### config.mk
export PLATFORM = sky130hd
export DESIGN_NAME = traffic_phase_ctrl
export DESIGN_NICKNAME = d
export VERILOG_FILES = /design/src/rtl/traffic_pkg.sv /design/src/rtl/phase_timer.sv /design/src/rtl/traffic_phase_ctrl.sv
export SDC_FILE = /design/constraint.sdc
export NUM_CORES = 1
export LEC_CHECK = 0
export BUFFER_PORTS_ARGS = -buffer_cell sky130_fd_sc_hd__buf_2
export CORE_MARGIN = 2
export CORE_UTILIZATION = 56
export DETAILED_ROUTE_END_ITERATION = 10
export PLACE_DENSITY = 0.76
export RECOVER_POWER = 25
export SLEW_MARGIN = 25
export SYNTH_ARGS = -nofsm -noshare
export SYNTH_HDL_FRONTEND = slang
export SYNTH_SLANG_ARGS = --single-unit
### constraint.sdc
create_clock -name Clk -period 2.7 [get_ports Clk]
set_input_delay 0.405 -clock Clk [delete_from_list [all_inputs] [get_ports Clk]]
set_output_delay 0.405 -clock Clk [all_outputs]
set_load 0.01 [all_outputs]
### src/rtl/traffic_pkg.sv
// Shared definitions for the highway/farm phase sequencer and its light block:
// phase codes, light codes, timer width and the phase-to-lamp decode.
package traffic_pkg;

    localparam int unsigned TMR_W = 8;

    typedef enum logic [1:0] {
        S_HG = 2'd0,
        S_HY = 2'd1,
        S_FG = 2'd2,
        S_FY = 2'd3
    } phase_e;

    localparam logic [2:0] LIGHT_RED    = 3'b100;
    localparam logic [2:0] LIGHT_GREEN  = 3'b010;
    localparam logic [2:0] LIGHT_YELLOW = 3'b110;
    localparam logic [2:0] LIGHT_WHITE  = 3'b111;

    typedef struct packed {
        logic hr;
        logic hy;
        logic hg;
        logic fr;
        logic fy;
        logic fg;
    } lights_t;

    // Exactly one highway lamp and one farm lamp per phase; unknown codes fall back to S_HG.
    function automatic lights_t phase_lights(input phase_e ph);
        lights_t l;
        l = 6'b000000;
        case (ph)
            S_HG:    begin l.hg = 1'b1; l.fr = 1'b1; end
            S_HY:    begin l.hy = 1'b1; l.fr = 1'b1; end
            S_FG:    begin l.fg = 1'b1; l.hr = 1'b1; end
            S_FY:    begin l.fy = 1'b1; l.hr = 1'b1; end
            default: begin l.hg = 1'b1; l.fr = 1'b1; end
        endcase
        return l;
    endfunction

endpackage

### src/rtl/phase_timer.sv
// Clock prescaler plus saturating tick counter measuring dwell time in the current phase.
module phase_timer
    import traffic_pkg::*;
#(
    parameter int unsigned TICK_DIV = 4
) (
    input  logic             Clk,
    input  logic             RS_n,
    input  logic             clr,
    output logic             tick,
    output logic [TMR_W-1:0] tmr
);

    localparam int unsigned     PRE_W    = (TICK_DIV > 1) ? $clog2(TICK_DIV) : 1;
    localparam logic [PRE_W-1:0] PRE_LAST = PRE_W'(TICK_DIV - 1);

    logic [PRE_W-1:0] pre_r;
    logic [TMR_W-1:0] tmr_r;

    assign tick = (pre_r == PRE_LAST);
    assign tmr  = tmr_r;

    // Prescaler and tick counter; a phase change restarts both on the same edge.
    always_ff @(posedge Clk) begin
        if (!RS_n) begin
            pre_r <= {PRE_W{1'b0}};
            tmr_r <= {TMR_W{1'b0}};
        end else if (clr) begin
            pre_r <= {PRE_W{1'b0}};
            tmr_r <= {TMR_W{1'b0}};
        end else if (tick) begin
            pre_r <= {PRE_W{1'b0}};
            if (tmr_r != {TMR_W{1'b1}}) begin
                tmr_r <= tmr_r + TMR_W'(1);
            end else begin
                tmr_r <= tmr_r;
            end
        end else begin
            pre_r <= pre_r + PRE_W'(1);
            tmr_r <= tmr_r;
        end
    end

endmodule

### src/rtl/traffic_phase_ctrl.sv
// Four-phase highway/farm sequencer: timed dwell per phase, farm green stretched by
// car/ambulance requests up to hard limits, lamp outputs registered from the next state.
module traffic_phase_ctrl
    import traffic_pkg::*;
#(
    parameter int unsigned TICK_DIV = 4,
    parameter int unsigned HG_MIN   = 8,
    parameter int unsigned YEL_T    = 2,
    parameter int unsigned FG_MIN   = 2,
    parameter int unsigned FG_MAX   = 6,
    parameter int unsigned AMB_MAX  = 12
) (
    input  logic       Clk,
    input  logic       RS_n,
    input  logic       AMB,
    input  logic       C,
    output logic       HR,
    output logic       HY,
    output logic       HG,
    output logic       FR,
    output logic       FY,
    output logic       FG,
    output logic [1:0] PHASE
);

    // One extra bit so t = tmr+1 cannot wrap when tmr is saturated.
    localparam int unsigned     T_W       = TMR_W + 1;
    localparam logic [T_W-1:0]  HG_MIN_T  = T_W'(HG_MIN);
    localparam logic [T_W-1:0]  YEL_T_T   = T_W'(YEL_T);
    localparam logic [T_W-1:0]  FG_MIN_T  = T_W'(FG_MIN);
    localparam logic [T_W-1:0]  FG_MAX_T  = T_W'(FG_MAX);
    localparam logic [T_W-1:0]  AMB_MAX_T = T_W'(AMB_MAX);

    phase_e           state_r;
    phase_e           nxt_s;
    lights_t          lights_r;
    logic             tick_s;
    logic             clr_s;
    logic [TMR_W-1:0] tmr_s;
    logic [T_W-1:0]   t_s;

    phase_timer #(
        .TICK_DIV(TICK_DIV)
    ) u_timer (
        .Clk (Clk),
        .RS_n(RS_n),
        .clr (clr_s),
        .tick(tick_s),
        .tmr (tmr_s)
    );

    // Next-phase selection; every exit is gated by a tick so dwells are whole ticks.
    always_comb begin
        t_s   = {1'b0, tmr_s} + T_W'(1);
        nxt_s = state_r;
        case (state_r)
            S_HG: begin
                if (tick_s && (t_s >= HG_MIN_T) && (AMB || C)) nxt_s = S_HY;
                else                                           nxt_s = S_HG;
            end
            S_HY: begin
                if (tick_s && (t_s == YEL_T_T)) nxt_s = S_FG;
                else                            nxt_s = S_HY;
            end
            S_FG: begin
                if (tick_s && ((t_s >= AMB_MAX_T) ||
                               (!AMB && (t_s >= FG_MAX_T)) ||
                               (!AMB && !C && (t_s >= FG_MIN_T)))) nxt_s = S_FY;
                else                                               nxt_s = S_FG;
            end
            S_FY: begin
                if (tick_s && (t_s == YEL_T_T)) nxt_s = S_HG;
                else                            nxt_s = S_FY;
            end
            default: nxt_s = S_HG;
        endcase
    end

    assign clr_s = (nxt_s != state_r);

    // Phase register with lamp outputs decoded from the next phase so both move together.
    always_ff @(posedge Clk) begin
        if (!RS_n) begin
            state_r  <= S_HG;
            lights_r <= phase_lights(S_HG);
        end else begin
            state_r  <= nxt_s;
            lights_r <= phase_lights(nxt_s);
        end
    end

    assign HR    = lights_r.hr;
    assign HY    = lights_r.hy;
    assign HG    = lights_r.hg;
    assign FR    = lights_r.fr;
    assign FY    = lights_r.fy;
    assign FG    = lights_r.fg;
    assign PHASE = state_r;

endmodule

==> Flow_metrics.wiki, run 1 <==
{| class="wikitable"
! Metric !! Value
|-
| Share of Yosys cell area claimed by the top area cell type || 0.3354
|-
| First-pass iteration count of the detailed router || 4
|-
| Cell depth of the worst flop-to-flop path || 6
|-
| Total negative slack || 0 ns
|-
| Detailed-route DRC error count || 0
|-
| Outcome || completed
|-
| Core Footprint || 1708 um2
|-
| Setup violators final || 0
|-
| Net Count, Synth || 112
|-
| Most used flip-flop cell after synthesis || sky130_fd_sc_hd__dfxtp_1
|-
| Floorplan row count || 15
|-
| Power density over the cells || 400.0 nW/um2
|-
| Start point of the critical path || u_timer.tmr[0]
|-
| Maximum root-to-sink buffer count || 2
|-
| EDFF count, synth || 0
|-
| XOR/XNOR share of the synthesized area || 0.04316
|-
| Area grow syn2layout || 6.042%
|-
| Clock-pin transition on the worst setup and hold timing paths || 0.11 ns
|-
| Initial drt markers || 6
|-
| Clock root buffer || sky130_fd_sc_hd__clkbuf_4
|-
| Worst VDD drop || 229.5 uV
|-
| Clock Sinks || 17
|-
| Layout cells sized above 1 || 0.2155
|-
| Largest net degree at the start of global routing || 12
|-
| Starting density of the core || 0.5941
|-
| Setup Crit Path Kind || flip-flop to flip-flop
|-
| Worst Tran Pin Value || 0.5284 ns
|-
| Hold buffer count at CTS || 0
|-
| Type of element launching the critical path || flip-flop
|-
| Number of different library cells in the post-synthesis netlist || 38
|-
| Top-level port count || 12
|-
| Required time at the worst-slack endpoint || 2.92 ns
|-
| H-tree depth || 1
|-
| Element type at the critical path end || flip-flop
|-
| Post-Synthesis Mean Instance Area || 9.573 um2
|-
| Number of max-capacitance violations reported || 0
|-
| CTS tree || yes
|-
| Netlist Area Pre-Place || 1015 um2
|-
| Number of CTS-inserted buffers || 3
|-
| Die area || 2168 um2
|-
| Top library cells by usage in the layout, fill and taps aside || 17 x sky130_fd_sc_hd__dfxtp_1, 11 x sky130_fd_sc_hd__nand2_1, 10 x sky130_fd_sc_hd__a211oi_2
|-
| Via count of the first global-routing pass || 706
|-
| Clock latency on the worst-skew pair || a little under 0.3 ns
|-
| Final max-slew violation count || 0
|-
| Post-Layout Inst Area || between 1000 and 1500 um2
|-
| Final total power || 430.5 uW
|-
| Proportion of synthesized chip area in sequential cells || 0.3354
|-
| HPWL Detailed || 1.422 mm
|-
| Antenna violations before repair || 0
|-
| Static leakage || ~0.00037 uW
|-
| First-pass GRT wire length || 3.229 mm
|-
| Horizontal die dimension || 46.57 um
|-
| Flip-flop and latch count after synthesis || 17
|-
| Post-cts sizing count || 0
|-
| Post-synthesis share of cell area spent on full adders, half adders and majority gates || 0.03576
|-
| Via count || roughly 800
|-
| Nets@finish || 123
|-
| Die height || 46.57 um
|-
| Share of the core filled with cells || 0.6300
|-
| Routability Congestion || 0.8516
|-
| Post-Route WL || 1.960 mm
|-
| Largest family of logic cells by synthesized area || compound AO/OA/AOI/OAI gates
|-
| Total congestion overflow after global routing || 0
|-
| Simple logic cell fraction of the synthesized area || 0.2109
|-
| Proportion of synthesized area in mux cells || 0.05055
|-
| Most common library cell in the layout ignoring fill and taps || sky130_fd_sc_hd__dfxtp_1
|-
| Number of diodes || 0
|-
| Main area contributors after synthesis || sky130_fd_sc_hd__dfxtp_1 34%, sky130_fd_sc_hd__a211oi_2 12%, sky130_fd_sc_hd__nand2_1 4.1%, sky130_fd_sc_hd__mux2i_1 3.9%, sky130_fd_sc_hd__xor2_1 3.5%
|-
| Portion of the clock cycle consumed by the worst path in the final layout || 0.8692
|-
| Minimum period implied by the final worst setup slack || 2.347 ns
|-
| Start point of the worst min-delay path || RS_n
|-
| Total number of yosys warnings || 0
|-
| Cell type with the highest aggregate area in the netlist || sky130_fd_sc_hd__dfxtp_1
|-
| Hold Vio Cnt, Final || 0
|-
| Worst path arrival time || 2.56 ns
|-
| Unrepaired setup endpoints after global routing || no
|-
| Post-CTS setup buffer count || 0
|-
| Skew final || 0.004139 ns
|-
| Worst slew margin relative to its limit || 0.6477
|-
| CP Max Fanout || 10
|-
| Fin worst setup slack || 0.3532 ns
|-
| Post-DRT Antenna Nets || 0
|-
| Share of the synthesized area in compound gates (AO/OA/AOI/OAI) || 0.2614
|-
| Number of instances in the synthesized netlist || between 100 and 150
|-
| DR WL/cell || between 10 and 15 um
|-
| Via-to-Cell Ratio || 5.660
|-
| Fraction of synthesis flops using an asynchronous set or reset pin || 0
|-
| Worst Hold Depth || 2
|-
| Achievable Freq || 426.1 MHz
|-
| Number of buffers inserted by port buffering || 11
|-
| Hold Path Class || primary input to flip-flop
|-
| Start of the worst register-to-register path || u_timer.tmr[0]
|-
| Worst Setup Slack post-DPL || between 0.4 and 0.5 ns
|-
| FILL cells || 148
|-
| All-Layer GR Usage || 0.2125
|-
| Area after detailed placement || 1056 um2
|}
[flip-flops by register name, indices dropped and copies added (netlist names)]
register,count
FR,1
FG,1
HG,1
u_timer.pre_r,2
HY,1
u_timer.tmr,8
PHASE,2
FY,1
[cell usage after synthesis, types with 3 or more instances]
cell and count:
sky130_fd_sc_hd__inv_1 5, sky130_fd_sc_hd__and4_1 3, sky130_fd_sc_hd__buf_4 3, sky130_fd_sc_hd__a211oi_2 10
sky130_fd_sc_hd__dfxtp_1 17, sky130_fd_sc_hd__nor2_1 5, sky130_fd_sc_hd__nand2_1 11, sky130_fd_sc_hd__xor2_1 4
sky130_fd_sc_hd__nand3_1 4, sky130_fd_sc_hd__mux2i_1 4, sky130_fd_sc_hd__o21a_1 3
[final timing paths]
kind	end	slack (ns)
setup / recovery	u_timer.tmr[6]	0.35
hold / removal	FR	0.36
setup reg to reg	u_timer.tmr[6]	0.35
hold reg to reg	u_timer.pre_r[0]	0.43
[cell families after synthesis]
kind of cell               Yosys count
xor gates and xnor gates             5
adders and majority gates            3
buffers and inverters               10
AOI/OAI and AO/OA                   28
DFF                                 17
muxes                                5
and+or+nand+nor                     38
[through the flow]
stage | instances | hold slack [ns]
2_1_floorplan | 106 | 0.4089
4_1_cts | 141 | 0.3443
3_5_place_dp | 137 | 0.4218
6_report | 141 | 0.3591
3_3_place_gp | 137 | 0.4188
5_1_grt | 141 | 0.3619
[cell type report]
cell class              instances  area [um2]  area share
multi-input cells              79       610.6      0.5674
flip-flops and latches         17       340.3      0.3163
repair buffers                 11       47.55     0.04419
well taps                      25       31.28     0.02907
clock buffers                   3       22.52     0.02093
inverters                       5       18.77     0.01744
clock inverters                 1       5.005    0.004651
[worst max-delay path, cell delays in order (launching register included)]
cell and delay (ns):
sky130_fd_sc_hd__dfxtp_1 0.46, sky130_fd_sc_hd__ha_1 0.32, sky130_fd_sc_hd__and3_4 0.24, sky130_fd_sc_hd__mux2i_1 0.27
sky130_fd_sc_hd__nand3_1 0.18, sky130_fd_sc_hd__a211o_1 0.50, sky130_fd_sc_hd__a211oi_2 0.29
[per-layer routing]
layer	wire length, um	track usage	part of all wire	vias up
met4	15	0.05714	0.0077	0
met1	1015	0.3175	0.52	366
li1	-	-	-	411
met2	844	0.3111	0.43	19
met3	84	0.03529	0.043	2
met5	0	0	0	-
[power breakdown]
group / leakage (uW) / internal, uW / total (uW) / switching, uW
combinational: 0.000217 / 12.2 / 31.0 / 18.7
clock: 0.0000177 / 55.0 / 140 / 84.6
sequential: 0.000138 / 256 / 260 / 4.00
Note: power is estimated with default switching activity, not from simulation.
==> inputs of run 2 (changes only) <==
--- a/config.mk
+++ b/config.mk
@@ -6,7 +6,6 @@
 export NUM_CORES = 1
 export LEC_CHECK = 0
 export BUFFER_PORTS_ARGS = -buffer_cell sky130_fd_sc_hd__buf_2
-export CORE_MARGIN = 2
 export CORE_UTILIZATION = 56
 export DETAILED_ROUTE_END_ITERATION = 10
 export PLACE_DENSITY = 0.76
==> Flow_metrics.wiki, run 2 (same netlist as run 1, synthesis figures left out) <==
{| class="wikitable"
! Metric !! Value
|-
| Capturing point of the worst reg2reg path || u_timer.tmr[4]
|-
| Largest net degree at the start of global routing || 12 (unchanged)
|-
| Number of diodes || 0 (unchanged)
|-
| Outcome || completed
|-
| Achievable Freq || 441.0 MHz (+3.5%)
|-
| Horizontal die dimension || 44.57 um (-4.3%)
|-
| All-Layer GR Usage || 0.2169 (+0.004368)
|-
| Portion of the clock cycle consumed by the worst path in the final layout || 0.8398 (-0.02941)
|-
| Type of element launching the critical path || flip-flop
|-
| Die height || 44.57 um (-4.3%)
|-
| Start point of the worst min-delay path || RS_n
|-
| CTS tree || yes
|-
| Hold Path Class || primary input to flip-flop
|-
| DR WL/cell || 13.20 um (-5.1%)
|-
| Top library cells by usage in the layout, fill and taps aside || 17 x sky130_fd_sc_hd__dfxtp_1, 11 x sky130_fd_sc_hd__nand2_1, 10 x sky130_fd_sc_hd__a211oi_2
|-
| Layout cells sized above 1 || 0.2155 (unchanged)
|-
| Clock Sinks || 17 (unchanged)
|-
| Share of the core filled with cells || 0.6300 (unchanged)
|-
| Number of CTS-inserted buffers || 3 (unchanged)
|-
| Post-Route WL || 1.861 mm (-5.1%)
|-
| Floorplan row count || 15 (unchanged)
|-
| End point of the most critical hold path || FR
|-
| Worst VDD drop || 319.8 uV (+39%)
|-
| Total congestion overflow after global routing || 0 (unchanged)
|-
| Worst slew margin relative to its limit || 0.6494 (+0.001652)
|-
| Starting density of the core || 0.5941 (unchanged)
|-
| Setup slack on the worst flop-to-flop path || 0.43 ns (+0.08 ns)
|-
| Detailed-route DRC error count || 0 (unchanged)
|-
| Setup Crit Path Kind || flip-flop to flip-flop
|-
| Clock-pin transition on the worst setup and hold timing paths || 0.10 ns (about the same)
|-
| First-pass iteration count of the detailed router || 4 (unchanged)
|-
| Final max-slew violation count || 0 (unchanged)
|-
| Routability Congestion || 0.7880 (-7.5%)
|-
| Hold Vio Cnt, Final || 0 (unchanged)
|-
| Top-level port count || 12 (unchanged)
|-
| Most common library cell in the layout ignoring fill and taps || sky130_fd_sc_hd__dfxtp_1
|-
| Worst Hold Depth || 2 (unchanged)
|-
| Post-DRT Antenna Nets || 0 (unchanged)
|-
| Nets@finish || 123 (unchanged)
|-
| Clock latency on the worst-skew pair || 0.29 ns (about the same)
|-
| Worst path arrival time || 2.49 ns (-0.07 ns)
|-
| Post-CTS setup buffer count || 0 (unchanged)
|-
| Start of the worst register-to-register path || u_timer.tmr[0]
|-
| Core Footprint || 1708 um2 (unchanged)
|-
| Via count of the first global-routing pass || 697 (-1.3%)
|-
| Area grow syn2layout || 6.042% (unchanged)
|-
| First-pass GRT wire length || 3.153 mm (-2.4%)
|-
| Post-cts sizing count || 0 (unchanged)
|-
| Minimum period implied by the final worst setup slack || 2.267 ns (-0.07942 ns)
|-
| H-tree depth || 1 (unchanged)
|-
| Setup violators final || 0 (unchanged)
|-
| Via-to-Cell Ratio || 5.652 (-0.13%)
|-
| Static leakage || 0.0003718 uW (unchanged)
|-
| Required time at the worst-slack endpoint || 2.92 ns (about the same)
|-
| Initial drt markers || 25 (+19)
|-
| Power density over the cells || 399.2 nW/um2 (-0.21%)
|-
| Number of max-capacitance violations reported || 0 (unchanged)
|-
| Hold buffer count at CTS || 0 (unchanged)
|-
| Maximum root-to-sink buffer count || 2 (unchanged)
|-
| Via count || 797 (-0.13%)
|-
| HPWL Detailed || 1.420 mm (-0.15%)
|-
| CP Max Fanout || 10 (unchanged)
|-
| Worst hold margin || 0.3574 ns (-0.001738 ns)
|-
| Antenna violations before repair || 0 (unchanged)
|-
| Flip-flop count of the largest register, all copies and words added || 8 (unchanged)
|-
| Total negative slack || 0 ns (unchanged)
|-
| Number of buffers inserted by port buffering || 11 (unchanged)
|-
| Worst Tran Pin Value || 0.5259 ns (-0.002478 ns)
|-
| Clock root buffer || sky130_fd_sc_hd__clkbuf_4
|-
| Element type at the critical path end || flip-flop
|-
| Unrepaired setup endpoints after global routing || no
|-
| Cell depth of the worst flop-to-flop path || 6 (unchanged)
|-
| Skew final || 0.004015 ns (-0.0001232 ns)
|-
| Die area || 1986 um2 (-8.4%)
|}
## run 2: cell counts in the layout (fill, tap and decap cells not counted)
No cell type changed its count.
## run 2: worst max path at each step
stage                              start          endpoint  slack (ns)
after floorplan           u_timer.tmr[0]  u_timer.pre_r[0]        0.77
after global placement    u_timer.tmr[0]  u_timer.pre_r[1]        0.56
after detailed placement  u_timer.tmr[0]    u_timer.tmr[5]        0.46
after CTS                 u_timer.tmr[0]    u_timer.tmr[5]        0.44
after global routing      u_timer.tmr[0]    u_timer.tmr[3]        0.26
final                     u_timer.tmr[0]    u_timer.tmr[4]        0.43
## run 2: final cells by class
| cell class | instances | area [um2] |
|---|---|---|
| well taps | 25 | 31.28 |
| repair buffers | 11 | 47.55 |
| clock inverters | 1 | 5.005 |
| inverters | 5 | 18.77 |
| fillers | 143 | 631.9 |
| flip-flops and latches | 17 | 340.3 |
| multi-input cells | 79 | 610.6 |
| clock buffers | 3 | 22.52 |
## run 2: critical path, stage by stage (launching register included)
cell and delay, ns:
sky130_fd_sc_hd__dfxtp_1 0.46, sky130_fd_sc_hd__ha_1 0.30, sky130_fd_sc_hd__and3_4 0.23, sky130_fd_sc_hd__mux2i_1 0.27, sky130_fd_sc_hd__nand3_1 0.16, sky130_fd_sc_hd__a211o_1 0.50
sky130_fd_sc_hd__a211oi_2 0.28
## run 2: layer usage
metal | vias to the layer above | global-route usage | part of all wire
li1 | 410 | - | -
met1 | 367 | 0.3275 | 0.52
met2 | 15 | 0.3059 | 0.43
met3 | 5 | 0.02857 | 0.030
met4 | 0 | 0.09091 | 0.018
met5 | - | 0 | 0
## run 2: report_power, final
group	switching (uW)	internal, uW	leakage, uW
clock network	83.2	55.2	0.0000177
registers	3.99	256	0.000138
logic	18.8	12.6	0.000217
total	106	324	0.000372
## run 2: metrics by stage
step | instances | cell area, um2 | total power [uW] | setup slack, ns
2_1_floorplan | 106 | 1015 | 290.3 | 0.7652
3_3_place_gp | 137 | 1056 | 294.9 | 0.5631
5_1_grt | 141 | 1076 | 447.2 | 0.2620
3_5_place_dp | 137 | 1056 | 297.3 | 0.4605
6_report | 141 | 1076 | 429.6 | 0.4326
4_1_cts | 141 | 1084 | 430.4 | 0.4422
